<file path="src/rtl/load_store_unit.sv">
`default_nettype none
// ============================================================================
// Module   : load_store_unit
// Brief    : Data-memory load/store engine: req/gnt/rvalid handshake, lane
//            formatting, load extension, misalignment check, transfer timeout.
// Revision : 1.0 - initial release
// ============================================================================
module load_store_unit #(
  parameter int TIMEOUT_CYCLES = 16
) (
  input  logic        clk,
  input  logic        reset,
  input  logic        data_req_i,
  input  logic        data_wr_i,
  input  logic [1:0]  data_byte_i,
  input  logic        zero_extnd_i,
  input  logic [31:0] addr_i,
  input  logic [31:0] wr_data_i,
  output logic        mem_req_o,
  output logic        mem_we_o,
  output logic [31:0] mem_addr_o,
  output logic [3:0]  mem_be_o,
  output logic [31:0] mem_wdata_o,
  input  logic        mem_gnt_i,
  input  logic        mem_rvalid_i,
  input  logic [31:0] mem_rdata_i,
  output logic        stall_o,
  output logic        done_o,
  output logic [31:0] rd_data_o,
  output logic        misaligned_o,
  output logic        bus_err_o
);

  localparam int c_cnt_w = $clog2(TIMEOUT_CYCLES + 1);
  localparam logic [c_cnt_w-1:0] c_cnt_last = c_cnt_w'(TIMEOUT_CYCLES - 1);
  localparam logic [c_cnt_w-1:0] c_cnt_one  = c_cnt_w'(1);

  localparam logic [1:0] c_st_idle = 2'd0;
  localparam logic [1:0] c_st_req  = 2'd1;
  localparam logic [1:0] c_st_resp = 2'd2;
  localparam logic [1:0] c_st_done = 2'd3;

  localparam logic [1:0] c_sz_byte = 2'b00;
  localparam logic [1:0] c_sz_half = 2'b01;

  logic [1:0]         r_state;
  logic [29:0]        r_waddr;
  logic               r_we;
  logic [1:0]         r_size;
  logic               r_zext;
  logic [1:0]         r_off;
  logic [3:0]         r_be;
  logic [31:0]        r_wdata;
  logic [31:0]        r_rdata;
  logic               r_err;
  logic [c_cnt_w-1:0] r_cnt;

  logic [3:0]  w_be;
  logic [31:0] w_wdata;
  logic        w_bad_align;
  logic        w_accept;
  logic        w_in_req;
  logic        w_in_done;
  logic [7:0]  w_byte;
  logic [15:0] w_half;
  logic [31:0] w_load;

  // Request formatting; loads drive the full byte mask
  always_comb begin
    w_be        = 4'b1111;
    w_wdata     = wr_data_i;
    w_bad_align = 1'b0;
    case (data_byte_i)
      c_sz_byte: begin
        w_be    = 4'b0001 << addr_i[1:0];
        w_wdata = {4{wr_data_i[7:0]}};
      end
      c_sz_half: begin
        w_be        = 4'b0011 << addr_i[1:0];
        w_wdata     = {2{wr_data_i[15:0]}};
        w_bad_align = addr_i[0];
      end
      default: begin
        w_bad_align = |addr_i[1:0];
      end
    endcase
    if (!data_wr_i) begin
      w_be = 4'b1111;
    end
  end

  assign w_accept = (r_state == c_st_idle) && data_req_i && !w_bad_align;

  // Load extraction from the latched offset/size
  always_comb begin
    w_byte = mem_rdata_i[7:0];
    case (r_off)
      2'd1:    w_byte = mem_rdata_i[15:8];
      2'd2:    w_byte = mem_rdata_i[23:16];
      2'd3:    w_byte = mem_rdata_i[31:24];
      default: w_byte = mem_rdata_i[7:0];
    endcase
    w_half = r_off[1] ? mem_rdata_i[31:16] : mem_rdata_i[15:0];
    case (r_size)
      c_sz_byte: w_load = {{24{w_byte[7] & ~r_zext}}, w_byte};
      c_sz_half: w_load = {{16{w_half[15] & ~r_zext}}, w_half};
      default:   w_load = mem_rdata_i;
    endcase
  end

  always_ff @(posedge clk or posedge reset) begin
    if (reset) begin
      r_state <= c_st_idle;
      r_waddr <= '0;
      r_we    <= 1'b0;
      r_size  <= 2'b00;
      r_zext  <= 1'b0;
      r_off   <= 2'b00;
      r_be    <= 4'b0000;
      r_wdata <= '0;
      r_rdata <= '0;
      r_err   <= 1'b0;
      r_cnt   <= '0;
    end else begin
      case (r_state)
        c_st_idle: begin
          if (w_accept) begin
            r_waddr <= addr_i[31:2];
            r_we    <= data_wr_i;
            r_size  <= data_byte_i;
            r_zext  <= zero_extnd_i;
            r_off   <= addr_i[1:0];
            r_be    <= w_be;
            r_wdata <= w_wdata;
            r_rdata <= '0;
            r_err   <= 1'b0;
            r_cnt   <= '0;
            r_state <= c_st_req;
          end
        end
        c_st_req: begin
          // A grant on the last allowed cycle still wins over the timeout
          if (mem_gnt_i) begin
            r_cnt   <= '0;
            r_state <= r_we ? c_st_done : c_st_resp;
          end else if (r_cnt == c_cnt_last) begin
            r_err   <= 1'b1;
            r_rdata <= '0;
            r_state <= c_st_done;
          end else begin
            r_cnt <= r_cnt + c_cnt_one;
          end
        end
        c_st_resp: begin
          if (mem_rvalid_i) begin
            r_rdata <= w_load;
            r_state <= c_st_done;
          end else if (r_cnt == c_cnt_last) begin
            r_err   <= 1'b1;
            r_rdata <= '0;
            r_state <= c_st_done;
          end else begin
            r_cnt <= r_cnt + c_cnt_one;
          end
        end
        default: begin
          r_err   <= 1'b0;
          r_rdata <= '0;
          r_cnt   <= '0;
          r_state <= c_st_idle;
        end
      endcase
    end
  end

  assign w_in_req  = (r_state == c_st_req);
  assign w_in_done = (r_state == c_st_done);

  // Bus fields are only driven while the request is outstanding
  assign mem_req_o   = w_in_req;
  assign mem_we_o    = w_in_req & r_we;
  assign mem_addr_o  = w_in_req ? {r_waddr, 2'b00} : 32'h0;
  assign mem_be_o    = w_in_req ? r_be : 4'b0000;
  assign mem_wdata_o = w_in_req ? r_wdata : 32'h0;

  // reset gates the IDLE-state combinational outputs so all outputs read 0
  assign stall_o      = !reset && (w_accept || w_in_req || (r_state == c_st_resp));
  assign misaligned_o = !reset && (r_state == c_st_idle) && data_req_i && w_bad_align;
  assign done_o       = w_in_done;
  assign bus_err_o    = w_in_done & r_err;
  assign rd_data_o    = w_in_done ? r_rdata : 32'h0;

endmodule
`default_nettype wire

</file>
<file path="config.mk">
export PLATFORM = sky130hd
export DESIGN_NAME = load_store_unit
export DESIGN_NICKNAME = d
export VERILOG_FILES = /design/src/rtl/load_store_unit.sv
export SDC_FILE = /design/constraint.sdc
export NUM_CORES = 1
export LEC_CHECK = 0
export ABC_AREA = 1
export BUFFER_PORTS_ARGS = -buffer_cell sky130_fd_sc_hd__buf_2
export CAP_MARGIN = 20
export CORE_UTILIZATION = 35
export CTS_CLUSTER_DIAMETER = 50
export DETAILED_ROUTE_END_ITERATION = 10
export HOLD_SLACK_MARGIN = 0.08
export MAX_ROUTING_LAYER = met4
export PLACE_DENSITY = 0.64
export SYNTH_ARGS = -nofsm -noshare
export SYNTH_HDL_FRONTEND = slang
export SYNTH_SLANG_ARGS = --single-unit
</file>
<file path="constraint.sdc">
create_clock -name clk -period 4.36 [get_ports clk]
set_input_delay 0 -clock clk [delete_from_list [all_inputs] [get_ports clk]]
set_output_delay 0 -clock clk [all_outputs]
set_load 0.005 [all_outputs]
</file>
==> key figures, run 1 <==
Min path
  • Hold Path Class: in -> reg
  • Hold_sp: mem_rdata_i[0]
  • Hold path depth: 5
  • Hold path endpoint: r_rdata[0]

Logic synthesis
  • Mux contribution to synthesized area: 0
  • Synth Area in Compound Gates: 0.127
  • Post-synth EDFFs: 0
  • Synthesized-area fraction occupied by adder cells: 0.00926
  • Syn avg cell area: 6.64 um2
  • Synth Warn #: 0
  • Number of synthesized register bits: 112
  • Post-Synth Simple-Gate Area: 0.318
  • Post-Syn Area: 6760 um2
  • Xor-xnor portion of the synthesized cell area: 0
  • Ys flop type: dfrtp_1
  • Async SR Flop Fraction: 1.00
  • Syn Inst Count: 1018
  • Largest family of logic cells by synthesized area: simple AND/OR/NAND/NOR gates
  • Seq/Total Area, Yosys: 0.415
  • Yosys cell types: 33

Place
  • Port Buffers: 208
  • Placed cell count: 1437
  • Place WS: 1.28 ns
  • Gpl congestion: 0.937
  • Placed Area: 7900 um2
  • Detail Placement HPWL: 14000 um

Layout
  • Final instance area: 9030 um2
  • Area growth syn-to-layout: 33.7%
  • Multi-input gate area: 3090 um2
  • Area occupied by registers: 2800 um2
  • Share of post-route cells with drive strength above 1: 0.206
  • Nets: 1381
  • Final Non-Filler Cells: 1537
  • Fill cells: 1911

Critical path
  • Slowest stage delay, CP: 0.71 ns
  • Reg-to-Reg End: r_be[1]
  • CP startpoint kind: primary input
  • Crit-path cells: dlygate4sd3_1, buf_2, inv_1, nor2_2, nand2_2, nand3_4, buf_4, inv_1, buf_4, a2bb2oi_1
  • Cells on worst reg2reg path: 9
  • Critical path class: in -> reg
  • Reg-to-reg setup timing slack: 1.47 ns
  • Reg2reg start: r_state[0]
  • Worst Setup End Kind: register
  • CP max-delay cell: buf_4
  • Critical Path AT: 3.17 ns
  • Worst-path fanout max: 95
  • WP data required: 4.59 ns

Floorplanning
  • Initial Utilization: 0.359
  • Core Footprint: 18800 um2
  • Top-Level Pins: 211
  • Rows: 50
  • Die Ht: 141 um
  • Die area: 19900 um2
  • Die Span X: 141 um

STA
  • Clk_skew: 0.00695 ns
  • Post-route minimum period: 2.94 ns
  • Count of final setup violators: 0
  • Fmax: 0.340 GHz
  • Hold WS: 0.0922 ns
  • Fin crit share: 0.675
  • Worst Setup Slack, final: 1.42 ns
  • Max-slew violation count: 0
  • RSZ-0062 raised after global routing: no
  • Slew HR: 0.275
  • Fin Setup TNS: 0 ns
  • Final hold vios: 0
  • Worst-Margin Slew: 1.09 ns

Drt
  • Vias/cell: 4.69
  • DRC viols: 0
  • Wire per inst: 13.7 um
  • Routed Antenna Nets: 0
  • Iteration count of the initial detailed-routing pass: 5
  • DRT iter0 DRCs: 497
  • WL final: 21000 um
  • Routed via count: 7211

Power and ir drop
  • Int Pwr: 2.60 mW
  • Leakage Power: 5.66 nW
  • Clock power share: 0.176
  • Max VDD drop: 0.272 mV
  • Power share of the combinational group: 0.470
  • Seq pwr share: 0.354
  • Power Density: 527 nW/um2
  • Switching Fraction: 0.455
  • NetSw: 2.17 mW

Global route
  • Largest net degree at the start of global routing: 96
  • Number of global-route vias before repair: 6729
  • First-pass GRT wire length: 33700 um
  • Initial antenna violation count: 0
  • Total gr overflow: 0
  • GRT Resource Usage Total: 0.219

CTS
  • Cts bufs inserted: 9
  • CTS resizes: 0
  • H-tree Lvls: 3
  • Sink Count: 112
  • Worst-Skew Late Latency: 0.36 ns
  • Clock transition at path regs: 0.08 ns
  • Clock root buffer: clkbuf_16
  • CTS tree: yes
  • CTS Buffer Depth: 2

Status
  • Outcome: finished, final reports clean

Flow run
  • Maxcap violations: 0
==> cell type report <==
cell class | instances | area share
inverters | 156 | 0.0651
well taps | 260 | 0.0360
diodes | 1 | 0.000277
clock buffers | 10 | 0.0253
multi-input cells | 694 | 0.342
repair buffers | 298 | 0.215
flip-flops and latches | 112 | 0.310
clock inverters | 6 | 0.00665
==> critical path, delay by kind of cell <==
| kind | cells | cell delay (ns) |
|---|---|---|
| buffers and inverters | 6 | 2.30 |
| AOI/OAI and AO/OA | 1 | 0.17 |
| and+or+nand+nor | 3 | 0.68 |
==> state kept, by name, indices dropped and copies added (netlist names) <==
register	flops
r_rdata	32
r_wdata	32
r_waddr	30
r_cnt	5
r_be	4
r_off	2
r_size	2
r_state	2
r_err	1
r_we	1
r_zext	1
==> cell usage after synthesis (all sizes together), types with 2 or more instances <==
| cell type | count | area (um2) |
|---|---|---|
| nand2 | 454 | 1730 |
| inv | 156 | 586 |
| dfrtp | 112 | 2800 |
| o21ai | 80 | 400 |
| a21oi | 56 | 284 |
| nand3 | 37 | 248 |
| nor2 | 34 | 143 |
| buf | 31 | 199 |
| clkbuf | 26 | 97.6 |
| a22o | 8 | 70.1 |
| ha | 5 | 62.6 |
| o22ai | 5 | 31.3 |
| a2bb2oi | 4 | 35.0 |
| a31oi | 2 | 12.5 |
| or2 | 2 | 17.5 |
==> how the worst max path moves through the flow <==
stage	start	endpoint	slack, ns	cells past startpoint
global route	data_byte_i[0]	r_be[1]	1.17	10
finish	data_byte_i[0]	r_be[1]	1.42	10
floorplan	reset	r_be[0]	1.40	1
detailed placement	data_byte_i[1]	r_be[1]	1.28	8
CTS	data_byte_i[0]	r_be[1]	1.38	10
global placement	data_byte_i[1]	r_be[1]	1.37	8
==> through the flow <==
step	util	total power, mW
2_1_floorplan	-	3.22
3_3_place_gp	0.419	3.85
3_5_place_dp	0.419	3.86
4_1_cts	0.478	4.78
5_1_grt	0.480	5.16
6_report	0.480	4.77
==> layout by cell type (no fill, tap or decap), types with 2 or more instances in the layout <==
master,instances
inv_2,4
nand2_1,446
ha_1,4
a21oi_1,55
or2_4,2
a31oi_1,2
dlygate4sd3_1,82
buf_4,7
conb_1,2
nand3_1,26
a22o_1,8
inv_1,151
dfrtp_1,112
o21ai_0,78
nand3_4,2
nor2_1,30
nand2_2,7
o21ai_1,2
o22ai_1,5
nand3_2,9
clkbuf_16,9
a2bb2oi_1,4
nor2_2,3
inv_6,4
buf_2,208
==> what timing repair did <==
action                                 CTS  global route
buffers inserted                         0             0
endpoints found under the hold margin  160             0
hold buffers                            82             0
==> routing by layer <==
| layer | vias up | share of wire | track usage | wire (um) |
|---|---|---|---|---|
| li1 | 3598 | - | - | - |
| met5 | - | 0 | - | 0 |
| met3 | 23 | 0.066 | 0.0336 | 1400 |
| met1 | 3291 | 0.46 | 0.288 | 9610 |
| met4 | 0 | 0.014 | 0.0698 | 293 |
| met2 | 299 | 0.46 | 0.348 | 9730 |
==> logic make-up after synthesis <==
group | after synthesis
simple gates | 529
compound gates | 158
other cells | 1
flops | 112
buf+inv | 213
fa+ha+maj | 5
==> power by group through the flow <==
| stage | Sequential [mW] | Clock [mW] | Combinational [mW] |
|---|---|---|---|
| after floorplan | 1.60 | 0 | 1.63 |
| after global placement | 1.69 | 0 | 2.16 |
| after detailed placement | 1.69 | 0 | 2.17 |
| after CTS | 1.68 | 0.862 | 2.24 |
| after global routing | 1.74 | 0.896 | 2.53 |
| final | 1.69 | 0.839 | 2.24 |
Note: power is estimated with default switching activity, not from simulation.
==> run 2, diff against run 1 <==
- clock period: 4.36 -> 2.8 ns (I/O delays scaled with it)
==> key figures, run 2 (synthesized netlist as in run 1, its figures left out) <==
STA
  • Clk_skew: 0.0108 ns
  • Slew HR: 0.401
  • Fin crit share: 0.874
  • Fin Setup TNS: 0 ns
  • Final hold vios: 0
  • RSZ-0062 raised after global routing: no
  • Worst-Margin Slew: 0.898 ns
  • Count of final setup violators: 0
  • Post-route minimum period: 2.45 ns
  • Max-slew violation count: 0
  • Hold WS: 0.0891 ns
  • Fmax: 0.408 GHz

Layout
  • Fill cells: 1910
  • Area growth syn-to-layout: 34.6%
  • Top flop regs: r_rdata (32), r_wdata (32), r_waddr (30)
  • Final core utilization: 0.483
  • Most frequent cells in the layout: nand2_1, buf_2, inv_1, dfrtp_1, dlygate4sd3_1
  • Final instance area: 9100 um2
  • Commonest non-fill, non-tap cell in the layout: nand2_1
  • Area occupied by registers: 2800 um2
  • Nets: 1389
  • Multi-input gate area: 3090 um2
  • ANT cells: 0
  • Share of post-route cells with drive strength above 1: 0.210

CTS
  • Clock root buffer: clkbuf_16
  • Worst-Skew Late Latency: 0.36 ns
  • CTS tree: yes
  • Clock transition at path regs: 0.08 ns
  • H-tree Lvls: 3
  • CTS resizes: 0
  • Sink Count: 112
  • Cts bufs inserted: 9
  • CTS Buffer Depth: 2

Global route
  • Global routing usage on met2: 0.367
  • Largest net degree at the start of global routing: 95
  • Number of global-route vias before repair: 6954
  • GRT busiest layer: met2
  • First-pass GRT wire length: 34900 um
  • Met3 Track Usage GR: 0.0336
  • GRT Resource Usage Total: 0.227
  • Met1 usage: 0.293
  • Total gr overflow: 0
  • Initial antenna violation count: 0

Drt
  • Routed via count: 7229
  • Routed Antenna Nets: 0
  • Vias/cell: 4.68
  • DRT iter0 DRCs: 561
  • WL final: 21100 um
  • Wire per inst: 13.7 um
  • Iteration count of the initial detailed-routing pass: 5
  • DRC viols: 0

Floorplanning
  • Die area: 19900 um2
  • Core Footprint: 18800 um2
  • Rows: 50
  • Top-Level Pins: 211
  • Die Ht: 141 um
  • Die Span X: 141 um
  • Initial Utilization: 0.359

Power and ir drop
  • Seq pwr share: 0.353
  • Switching Fraction: 0.450
  • NetSw: 3.34 mW
  • Power Density: 816 nW/um2
  • Leakage Power: 5.69 nW
  • Power, Total: 7.42 mW
  • Clock power share: 0.171
  • Int Pwr: 4.08 mW
  • Power share of the combinational group: 0.476
  • Max VDD drop: 0.570 mV

Flow run
  • Maxcap violations: 0

Critical path
  • Worst-path fanout max: 94
  • Critical path class: reg -> out
  • Reg-to-Reg End: r_wdata[12]
  • Worst Setup End Kind: output port
  • Reg-to-reg setup timing slack: 0.62 ns
  • Cells on worst reg2reg path: 7
  • Reg2reg start: r_state[0]
  • CP startpoint kind: register
  • Critical Path AT: 2.45 ns
  • WP data required: 2.80 ns

Min path
  • Hold Path Class: in -> reg
  • Hold_sp: mem_rdata_i[0]
  • Hold path depth: 5
  • Hold path endpoint: r_rdata[0]

Place
  • Detail Placement HPWL: 14100 um
  • Gpl congestion: 0.948
  • Port Buffers: 208
  • Placed Area: 7970 um2

Status
  • Outcome: finished, final reports clean
[run 2: changes by cell type in the layout (fill, tap and decap cells not counted), moves of 2 or more]
cell           before  now
buf_12              0    2
buf_4               7   12
clkinvlp_4          0    2
dlygate4sd3_1      82   84
inv_6               4    0
inv_8               0    2
[run 2: how the worst max path moves through the flow]
stage | endpoint | startpoint | cells after the start
6_report | stall_o | r_state[0] | 8
5_1_grt | stall_o | r_state[0] | 8
4_1_cts | stall_o | r_state[0] | 8
3_5_place_dp | r_rdata[4] | r_state[0] | 11
3_3_place_gp | stall_o | r_state[0] | 8
2_1_floorplan | r_rdata[4] | r_state[0] | 11
[run 2: cell type report]
type	count	area share
Clock buffer	10	0.0252
Sequential cell	112	0.308
Clock inverter	6	0.00578
Tap cell	260	0.0358
Inverter	156	0.0648
Multi-Input combinational cell	694	0.339
Timing Repair Buffer	306	0.221
[run 2: repair_timing]
action / 4_1_cts / 5_1_grt
buffers inserted: 0 / 0
hold endpoints to repair: 109 / 0
hold buffers: 84 / 0
[run 2: routing by layer]
| layer | share of wire | up-vias | wire (um) |
|---|---|---|---|
| met4 | 0.015 | 0 | 325 |
| met1 | 0.45 | 3289 | 9530 |
| met5 | 0 | - | 0 |
| met2 | 0.46 | 305 | 9810 |
| li1 | - | 3612 | - |
| met3 | 0.070 | 23 | 1480 |
[run 2: critical path: stages (launching register included)]
cell and delay (ns):
dfrtp_1 0.38, inv_1 0.10, ha_1 0.25, nand2_1 0.09, inv_1 0.07, nand3_4 0.09, buf_4 0.68, a31oi_1 0.23
buf_2 0.20
[run 2: power by group through the flow]
stage	sequential [mW]	combinational, mW	clock (mW)
2_1_floorplan	2.49	2.53	0
3_3_place_gp	2.63	3.38	0
3_5_place_dp	2.62	3.42	0
4_1_cts	2.61	3.52	1.31
5_1_grt	2.70	4.02	1.37
6_report	2.62	3.53	1.27
[run 2: metrics by stage]
stage,instances,setup slack [ns]
floorplan,1019,1.12
global placement,1444,0.715
detailed placement,1444,0.684
CTS,1544,0.278
global route,1544,0.163
finish,1544,0.352
==> run 3, diff against run 2 <==
- RECOVER_POWER: unset -> 50
==> key figures, run 3 (synthesized netlist as in run 1, its figures left out) <==
Critical path
  • Crit-path cells: ha_1, clkbuf_1, nand2_1, inv_1, buf_2
  • CP startpoint kind: register
  • CP Launch Point: r_state[0]
  • Worst path depth: 5
  • Slowest stage delay, CP: 0.86 ns
  • CP max-delay cell: clkbuf_1
  • Reg-to-Reg End: r_waddr[26]
  • Reg-to-reg setup timing slack: 0.57 ns
  • CP bufs+invs: 3
  • Worst Setup End Kind: output port
  • Worst-path fanout max: 24
  • Reg2reg start: r_state[0]
  • Critical Path AT: 2.50 ns
  • WP data required: 2.80 ns
  • CP endpoint: rd_data_o[31]
  • Crit-path leading delay family: buffers and inverters
  • Cells on worst reg2reg path: 9
  • Critical path class: reg -> out

Floorplanning
  • Initial Utilization: 0.359
  • Die area: 19900 um2
  • Rows: 50
  • Die Ht: 141 um
  • Die Span X: 141 um
  • Top-Level Pins: 211
  • Core Footprint: 18800 um2

Global route
  • Global routing usage on met2: 0.367
  • First-pass GRT wire length: 34900 um
  • Number of global-route vias before repair: 6954
  • GRT Resource Usage Total: 0.227
  • Initial antenna violation count: 0
  • Met3 Track Usage GR: 0.0336
  • Total gr overflow: 0
  • Largest net degree at the start of global routing: 95
  • Met1 usage: 0.293
  • GRT busiest layer: met2

STA
  • Post-route minimum period: 2.50 ns
  • RSZ-0062 raised after global routing: no
  • Slew HR: -0.0759
  • Max-slew violation count: 33
  • Count of final setup violators: 0
  • Fin crit share: 0.892
  • Clk_skew: 0.0120 ns
  • Fin Setup TNS: 0 ns
  • Worst-Margin Slew: 1.61 ns
  • Fmax: 0.400 GHz
  • Final hold vios: 0

Drt
  • Wire per inst: 13.6 um
  • Routed via count: 7257
  • Routed Antenna Nets: 0
  • DRC viols: 0
  • Iteration count of the initial detailed-routing pass: 5
  • DRT iter0 DRCs: 579
  • WL final: 21100 um
  • Vias/cell: 4.70

CTS
  • Worst-Skew Late Latency: 0.36 ns
  • CTS Buffer Depth: 2
  • Clock root buffer: clkbuf_16
  • Clock transition at path regs: 0.08 ns
  • CTS tree: yes
  • Sink Count: 112
  • Cts bufs inserted: 9
  • H-tree Lvls: 3
  • Setup bufs post-CTS: 0

Layout
  • Fill cells: 1922
  • ANT cells: 0
  • Top flop regs: r_rdata (32), r_wdata (32), r_waddr (30)
  • Commonest non-fill, non-tap cell in the layout: nand2_1
  • Area growth syn-to-layout: 33.8%
  • Final Non-Filler Cells: 1544
  • Final core utilization: 0.480
  • Share of post-route cells with drive strength above 1: 0.196
  • Most frequent cells in the layout: nand2_1, buf_2, inv_1, dfrtp_1, dlygate4sd3_1
  • Nets: 1389

Power and ir drop
  • Max VDD drop: 0.539 mV
  • Power, Total: 7.40 mW
  • Leakage Power: 5.62 nW
  • Power Density: 818 nW/um2

Status
  • Outcome: complete, but fails checks
  • Violated checks: max-capacitance violations, max-slew violations

Place
  • Placed cell count: 1444
  • Detail Placement HPWL: 14100 um
  • Port Buffers: 208
  • Gpl congestion: 0.948

Min path
  • Hold Path Class: in -> reg

Flow run
  • Maxcap violations: 1
[run 3: cell count changes in the layout (fill, tap and decap cells not counted)]
cell	previous run	this run
nand3_1	26	27
clkinvlp_2	0	1
clkinvlp_4	2	1
clkbuf_1	1	16
buf_4	12	10
clkbuf_2	0	2
nand2_2	7	6
buf_2	208	194
nand3_4	2	1
nand2_1	446	447
buf_12	2	1
[run 3: how the worst min path moves through the flow]
stage / startpoint / endpoint / slack, ns / cells after the start
floorplan: reset / stall_o / 0.03 / 1
global placement: addr_i[22] / r_waddr[20] / 0.20 / 3
detailed placement: addr_i[14] / r_waddr[12] / 0.20 / 3
CTS: mem_rdata_i[0] / r_rdata[0] / 0.09 / 5
global route: mem_rdata_i[0] / r_rdata[0] / 0.14 / 5
finish: mem_rdata_i[0] / r_rdata[0] / 0.09 / 5
[run 3: stage by stage]
step	area [um2]	hold slack, ns	worst slack [ns]
floorplan	6760	0.0278	1.12
global placement	7970	0.195	0.715
detailed placement	7970	0.198	0.684
CTS	9100	0.0858	0.278
global route	9040	0.142	0.0886
finish	9040	0.0922	0.302
[run 3: per-layer routing]
| layer | vias to the layer above | share of wire |
|---|---|---|
| li1 | 3612 | - |
| met1 | 3331 | 0.45 |
| met2 | 289 | 0.46 |
| met3 | 25 | 0.067 |
| met4 | 0 | 0.016 |
| met5 | - | 0 |
[run 3: area by class of cell]
type | count | area (um2) | share of cell area
repair buffers | 306 | 1970 | 0.218
clock buffers | 10 | 229 | 0.0253
flip-flops and latches | 112 | 2800 | 0.310
inverters | 156 | 587 | 0.0649
multi-input cells | 694 | 3070 | 0.340
well taps | 260 | 325 | 0.0360
clock inverters | 6 | 52.6 | 0.00581
[run 3: what timing repair did]
| item | in CTS | in global routing |
|---|---|---|
| resized for setup | 0 | 0 |
| hold buffers | 84 | 0 |
| hold endpoints to repair | 109 | 0 |
[run 3: where the power goes]
part / internal (mW) / total (mW) / switching, mW
Clock: 0.621 / 1.27 / 0.647
Combinational: 1.24 / 3.51 / 2.27
Sequential: 2.21 / 2.62 / 0.413
[run 3: worst register-to-register path: stages (launching register included)]
cell and delay, ns:
dfrtp_1 0.41, inv_1 0.13, ha_1 0.22, nand2_1 0.08, inv_1 0.06, nand3_1 0.11
inv_1 0.10, clkbuf_2 0.73, nand2_1 0.23, nand2_1 0.11
